<file path="config.mk">
export PLATFORM = sky130hd
export DESIGN_NAME = sysid_checker_master
export DESIGN_NICKNAME = d
export VERILOG_FILES = /design/src/rtl/sysid_checker_master.sv
export SDC_FILE = /design/constraint.sdc
export NUM_CORES = 1
export LEC_CHECK = 0
export BUFFER_PORTS_ARGS = -buffer_cell sky130_fd_sc_hd__buf_2
export CORE_MARGIN = 1
export CORE_UTILIZATION = 47
export CTS_CLUSTER_SIZE = 14
export DETAILED_ROUTE_END_ITERATION = 10
export PLACE_DENSITY = 0.82
export SLEW_MARGIN = 10
export SYNTH_ARGS = -nofsm -noshare
export SYNTH_HDL_FRONTEND = slang
export SYNTH_SLANG_ARGS = --single-unit
</file>
<file path="constraint.sdc">
create_clock -name clock -period 1.7 [get_ports clock]
set_input_delay 0.34 -clock clock [delete_from_list [all_inputs] [get_ports clock]]
set_output_delay 0.34 -clock clock [all_outputs]
set_load 0.01 [all_outputs]
</file>
<file path="src/rtl/sysid_checker_master.sv">
// Avalon-MM read master that fetches the system ID and build timestamp
// words and checks them against the values this image was built with.
module sysid_checker_master #(
  parameter logic [31:0] EXPECTED_ID        = 32'h00000000,
  parameter logic [31:0] EXPECTED_TIMESTAMP = 32'd1496327636,
  parameter int          TIMEOUT_CYCLES     = 1024,
  parameter int          MAX_RETRIES        = 3
) (
  input  logic        clock,
  input  logic        reset,
  input  logic        start,
  output logic        avm_address,
  output logic        avm_read,
  input  logic        avm_waitrequest,
  input  logic [31:0] avm_readdata,
  input  logic        avm_readdatavalid,
  output logic        busy,
  output logic        done,
  output logic        id_ok,
  output logic        ts_ok,
  output logic        timeout,
  output logic [31:0] id_value,
  output logic [31:0] ts_value
);

  typedef enum logic [2:0] {
    IDLE, AUTO_START, ID_REQ, ID_WAIT, TS_REQ, TS_WAIT, FINISH
  } state_t;

  localparam logic [15:0] CNT_LAST  = 16'(TIMEOUT_CYCLES - 1);
  localparam logic [3:0]  RETRY_MAX = 4'(MAX_RETRIES);

  state_t      state_q, state_d;
  logic        read_q, read_d;
  logic        addr_q, addr_d;
  logic        done_q, done_d;
  logic        id_ok_q, id_ok_d;
  logic        ts_ok_q, ts_ok_d;
  logic        tmo_q, tmo_d;
  logic [31:0] id_val_q, id_val_d;
  logic [31:0] ts_val_q, ts_val_d;
  logic [15:0] cnt_q, cnt_d;
  logic [3:0]  retry_q, retry_d;

  logic is_req, is_wait, is_ts;
  logic accept, data, expired;

  always_comb begin
    is_req  = (state_q == ID_REQ) || (state_q == TS_REQ);
    is_wait = (state_q == ID_WAIT) || (state_q == TS_WAIT);
    is_ts   = (state_q == TS_REQ) || (state_q == TS_WAIT);
    accept  = is_req && read_q && !avm_waitrequest;
    // A zero-latency slave may return data in the accept cycle
    data    = avm_readdatavalid && (is_wait || accept);
    expired = (is_req || is_wait) && (cnt_q == CNT_LAST);
  end

  always_comb begin
    state_d  = state_q;
    read_d   = read_q;
    addr_d   = addr_q;
    done_d   = 1'b0;
    id_ok_d  = id_ok_q;
    ts_ok_d  = ts_ok_q;
    tmo_d    = tmo_q;
    id_val_d = id_val_q;
    ts_val_d = ts_val_q;
    cnt_d    = cnt_q;
    retry_d  = retry_q;
    unique case (state_q)
      IDLE, AUTO_START: begin
        if (start || state_q == AUTO_START) begin
          id_ok_d = 1'b0;
          ts_ok_d = 1'b0;
          tmo_d   = 1'b0;
          retry_d = 4'd0;
          cnt_d   = 16'd0;
          read_d  = 1'b1;
          addr_d  = 1'b0;
          state_d = ID_REQ;
        end
      end
      ID_REQ, ID_WAIT, TS_REQ, TS_WAIT: begin
        cnt_d = cnt_q + 16'd1;
        if (data) begin
          read_d  = 1'b0;
          retry_d = 4'd0;
          if (is_ts) begin
            ts_val_d = avm_readdata;
            ts_ok_d  = (avm_readdata == EXPECTED_TIMESTAMP);
            state_d  = FINISH;
          end else begin
            id_val_d = avm_readdata;
            id_ok_d  = (avm_readdata == EXPECTED_ID);
            cnt_d    = 16'd0;
            read_d   = 1'b1;
            addr_d   = 1'b1;
            state_d  = TS_REQ;
          end
        end else if (expired) begin
          // Re-enter REQ with read low; it is raised a cycle later
          read_d = 1'b0;
          cnt_d  = 16'd0;
          if (retry_q < RETRY_MAX) begin
            retry_d = retry_q + 4'd1;
            state_d = is_ts ? TS_REQ : ID_REQ;
          end else begin
            tmo_d   = 1'b1;
            state_d = FINISH;
          end
        end else if (accept) begin
          read_d  = 1'b0;
          state_d = is_ts ? TS_WAIT : ID_WAIT;
        end else if (is_req && !read_q) begin
          read_d = 1'b1;
        end
      end
      FINISH: begin
        done_d  = 1'b1;
        state_d = IDLE;
      end
      default: state_d = IDLE;
    endcase
  end

  always_ff @(posedge clock) begin
    if (reset) begin
      state_q  <= AUTO_START;
      read_q   <= 1'b0;
      addr_q   <= 1'b0;
      done_q   <= 1'b0;
      id_ok_q  <= 1'b0;
      ts_ok_q  <= 1'b0;
      tmo_q    <= 1'b0;
      id_val_q <= 32'd0;
      ts_val_q <= 32'd0;
      cnt_q    <= 16'd0;
      retry_q  <= 4'd0;
    end else begin
      state_q  <= state_d;
      read_q   <= read_d;
      addr_q   <= addr_d;
      done_q   <= done_d;
      id_ok_q  <= id_ok_d;
      ts_ok_q  <= ts_ok_d;
      tmo_q    <= tmo_d;
      id_val_q <= id_val_d;
      ts_val_q <= ts_val_d;
      cnt_q    <= cnt_d;
      retry_q  <= retry_d;
    end
  end

  assign avm_read    = read_q;
  assign avm_address = addr_q;
  assign busy        = (state_q != IDLE);
  assign done        = done_q;
  assign id_ok       = id_ok_q;
  assign ts_ok       = ts_ok_q;
  assign timeout     = tmo_q;
  assign id_value    = id_val_q;
  assign ts_value    = ts_val_q;

endmodule
</file>
==> results by group <==
Finish
  • Fillers: 626
  • Nets: 666
  • Finished Layout Cells: 734
  • Final core occ: 67.1%
  • Most common cell after layout, fill and taps aside: nand2_1
  • Share of layout cells above drive strength 1: 35.3%
  • Diode count: 0
  • Layout area overhead: 35.3%
  • Most frequent cells in the layout: nand2_1, buf_2, dfxtp_1, a21oi_1, buf_4

Synth
  • Avg Inst Size Synth: 8.13 µm²
  • Flops & latches, synth: 93
  • Mapped Nets: 520
  • Multiplexer share of the synthesized area: 0%
  • Main combinational cell family by area after synthesis: simple AND/OR/NAND/NOR gates
  • Synth Area in XOR/XNOR: 0.864%
  • Async SR Flop Fraction: 0%
  • Post-Syn Area: 3910 µm²
  • Post-synthesis adder-cell area fraction: 0.640%
  • Yosys warnings: 0
  • Seq/Total Area, Yosys: 47.6%
  • Post-synth top flop: dfxtp_1
  • Post-synthesis simple-gate area fraction: 29.8%
  • Post-synth cell types: 52
  • Number of flops mapped to enable cells by yosys: 0
  • Post-synthesis compound-gate area fraction: 16.7%
  • Post-synthesis cell count: 481

Clock tree
  • CTS tree: done
  • CTS buffer count: 9
  • Clock Latency Late Sink: 0.37 ns
  • CTS root buf: clkbuf_8
  • CTS clk-pin slew, worst paths: 0.10 ns
  • Htree depth: 3
  • Clk buf depth: 2
  • Clock Sinks: 93
  • Number of hold buffers added after CTS: 0

Timing
  • Max-slew headroom: 69.9%
  • Max frequency: 0.571 GHz
  • Slew Viols, Final: 0
  • Setup slack after layout: -0.0504 ns
  • Worst-Margin Slew: 0.448 ns
  • RSZ-0062 raised after global routing: true
  • Clock Skew: 0.00960 ns
  • Tmin final: 1.75 ns
  • Period utilization: 103%
  • Hold Violations, Final: 0
  • Final Setup Violations: 3
  • Smallest hold slack: 0.222 ns

GRT
  • First-pass GRT wire length: 18,700 µm
  • Pin count of the biggest net entering global routing: 55
  • Grt ovf: 0
  • Number of global-route vias before repair: 3,865
  • Antenna violations before repair: 0
  • Overall routing resource usage: 27.3%

Run status
  • Status: finished, violations left
  • Violated checks: setup timing

Critical path
  • Cell chain of the critical path: or4_4 -> nor3_4 -> nand2_2 -> or3_4 -> a21oi_2
  • Critical Path Source Type: flop
  • CP delay by family, top: simple AND/OR/NAND/NOR gates
  • CP max stage delay: 0.52 ns
  • Max Fanout on Critical Path: 3
  • Worst path slowest cell: or4_4
  • CP Capture Type: flop
  • Reg2reg end: timeout$_SDFFE_PP0P_
  • Crit path DAT: 2.05 ns
  • Reg2reg start: cnt_q[11]$_SDFFE_PP0P_
  • R2R depth: 5
  • Critical path class: reg2reg
  • Critical Path RT: 2.00 ns
  • Buffers and inverters on the worst path: 0
  • R2R Setup Slk: -0.05 ns

Die
  • I/O Pins: 108
  • # rows: 32
  • Die span in y: 93.2 µm
  • Overall die area: 8690 µm²
  • Core Area: 7890 µm²
  • Die width: 93.2 µm
  • Initial Util: 49.6%

Placement
  • DPL Wire Length: 7940 µm
  • Placed cell count: 709
  • Port bufs: 107
  • Routability cong.: 0.875

Pwr
  • Power per cell area: 890 nW/µm²
  • VDD IR max: 485 µV
  • Overall power: 4710 µW
  • Leak Pwr: 0.00218 µW

Worst hold path
  • Hold Path Class: in2reg
  • WHS Path Cells: 3
  • Worst hold start: avm_readdata[31]
  • Hold EP: ts_value[31]$_SDFFE_PP0P_

Drt
  • Via count of the routed design: 4,163
  • DR iter-0 viols: 221
  • Drt drc: 0
  • Initial DRT Pass Iterations: 4
  • Routed length per instance: 16.0 µm
  • Drt via density: 5.67
  • Final wirelength: 11,800 µm
  • Final ANT Viol Nets: 0

Job
  • Max Cap Viol: 0
## per-stage QoR
stage	area, µm²	TNS (ns)	setup WS [ns]
after global routing	5290	-0.516	-0.0988
final	5290	-0.136	-0.0504
after detailed placement	4830	-1.13	-0.173
after global placement	4830	-0.259	-0.150
after floorplan	3910	0	0.00227
after CTS	5170	-0.0210	-0.0210
## Yosys cell counts (3+ instances only)
cell	number	area (µm²)
buf_2	5	25.0
nand2b_1	4	25.0
nor2_1	9	33.8
and2_1	3	18.8
nor4_1	10	62.6
o211ai_1	3	22.5
clkbuf_1	17	63.8
o21ai_0	6	30.0
a211oi_1	3	22.5
nand2_1	147	552
a21oi_1	76	380
nor3_1	6	30.0
or4_1	6	45.0
dfxtp_1	93	1860
and3_1	4	25.0
nand4_1	8	50.1
nand3_1	19	95.1
o31ai_1	3	22.5
buf_6	4	45.0
a31oi_1	9	56.3
or3_1	9	56.3
## power breakdown
group          switching [µW]  leakage [µW]  internal [µW]  total [µW]
Clock                     847      0.000110            854        1700
Sequential               44.8      0.000758           2240        2280
Combinational             417       0.00131            306         723
Total                    1310       0.00218           3400        4710
## state kept, by name, summed over array words and instances, names as in the netlist
signal	count
id_ok	1
ts_value	32
id_value	32
state_q	3
ts_ok	1
timeout	1
avm_address	1
retry_q	4
done	1
avm_read	1
cnt_q	16
## how the worst max path moves through the flow
stage,startpoint,to,slack [ns],depth (start not counted)
detailed placement,avm_readdata[26],id_ok$_SDFFE_PP0P_,-0.17,7
global placement,avm_readdata[19],id_ok$_SDFFE_PP0P_,-0.15,7
CTS,cnt_q[0]$_SDFFE_PP0P_,cnt_q[7]$_SDFFE_PP0P_,-0.02,6
floorplan,cnt_q[1]$_SDFFE_PP0P_,retry_q[0]$_SDFFE_PP0P_,0.002,6
finish,cnt_q[11]$_SDFFE_PP0P_,timeout$_SDFFE_PP0P_,-0.05,5
global route,cnt_q[1]$_SDFFE_PP0P_,cnt_q[7]$_SDFFE_PP0P_,-0.1,6
## cell families after synthesis
group,count (synthesis)
simple gates,242
compound gates,111
flops,93
buf+inv,30
xor+xnor,3
fa+ha+maj,2
## per-layer routing
layer  global-route usage (%)  wire, µm  vias up
li1                         -         -     1969
met5                        0         0        -
met4                     10.8       265        0
met2                     47.4      5850      190
met3                     5.37       800       23
met1                     33.2      4850     1981
## final cells by class
class | count | area (µm²) | area share, %
flip-flops and latches | 93 | 1880 | 35.6
multi-input cells | 359 | 2020 | 38.2
well taps | 102 | 128 | 2.41
clock buffers | 9 | 124 | 2.34
inverters | 1 | 3.75 | 0.0710
repair buffers | 163 | 1030 | 19.4
clock inverters | 7 | 106 | 2.01
## worst register-to-register path: stages (launching register included)
cell	delay [ns]
dfxtp_2	0.36
or4_4	0.52
nor3_4	0.21
nand2_2	0.10
or3_4	0.36
a21oi_2	0.15
## what timing repair did
item,4_1_cts,5_1_grt
gates cloned,1,0
setup endpoints to repair,19,31
buffers inserted,4,4
endpoints found under the hold margin,0,0
pin swaps,7,15
resized for setup,16,23
No activity file was read; power rests on OpenSTA's default activity.
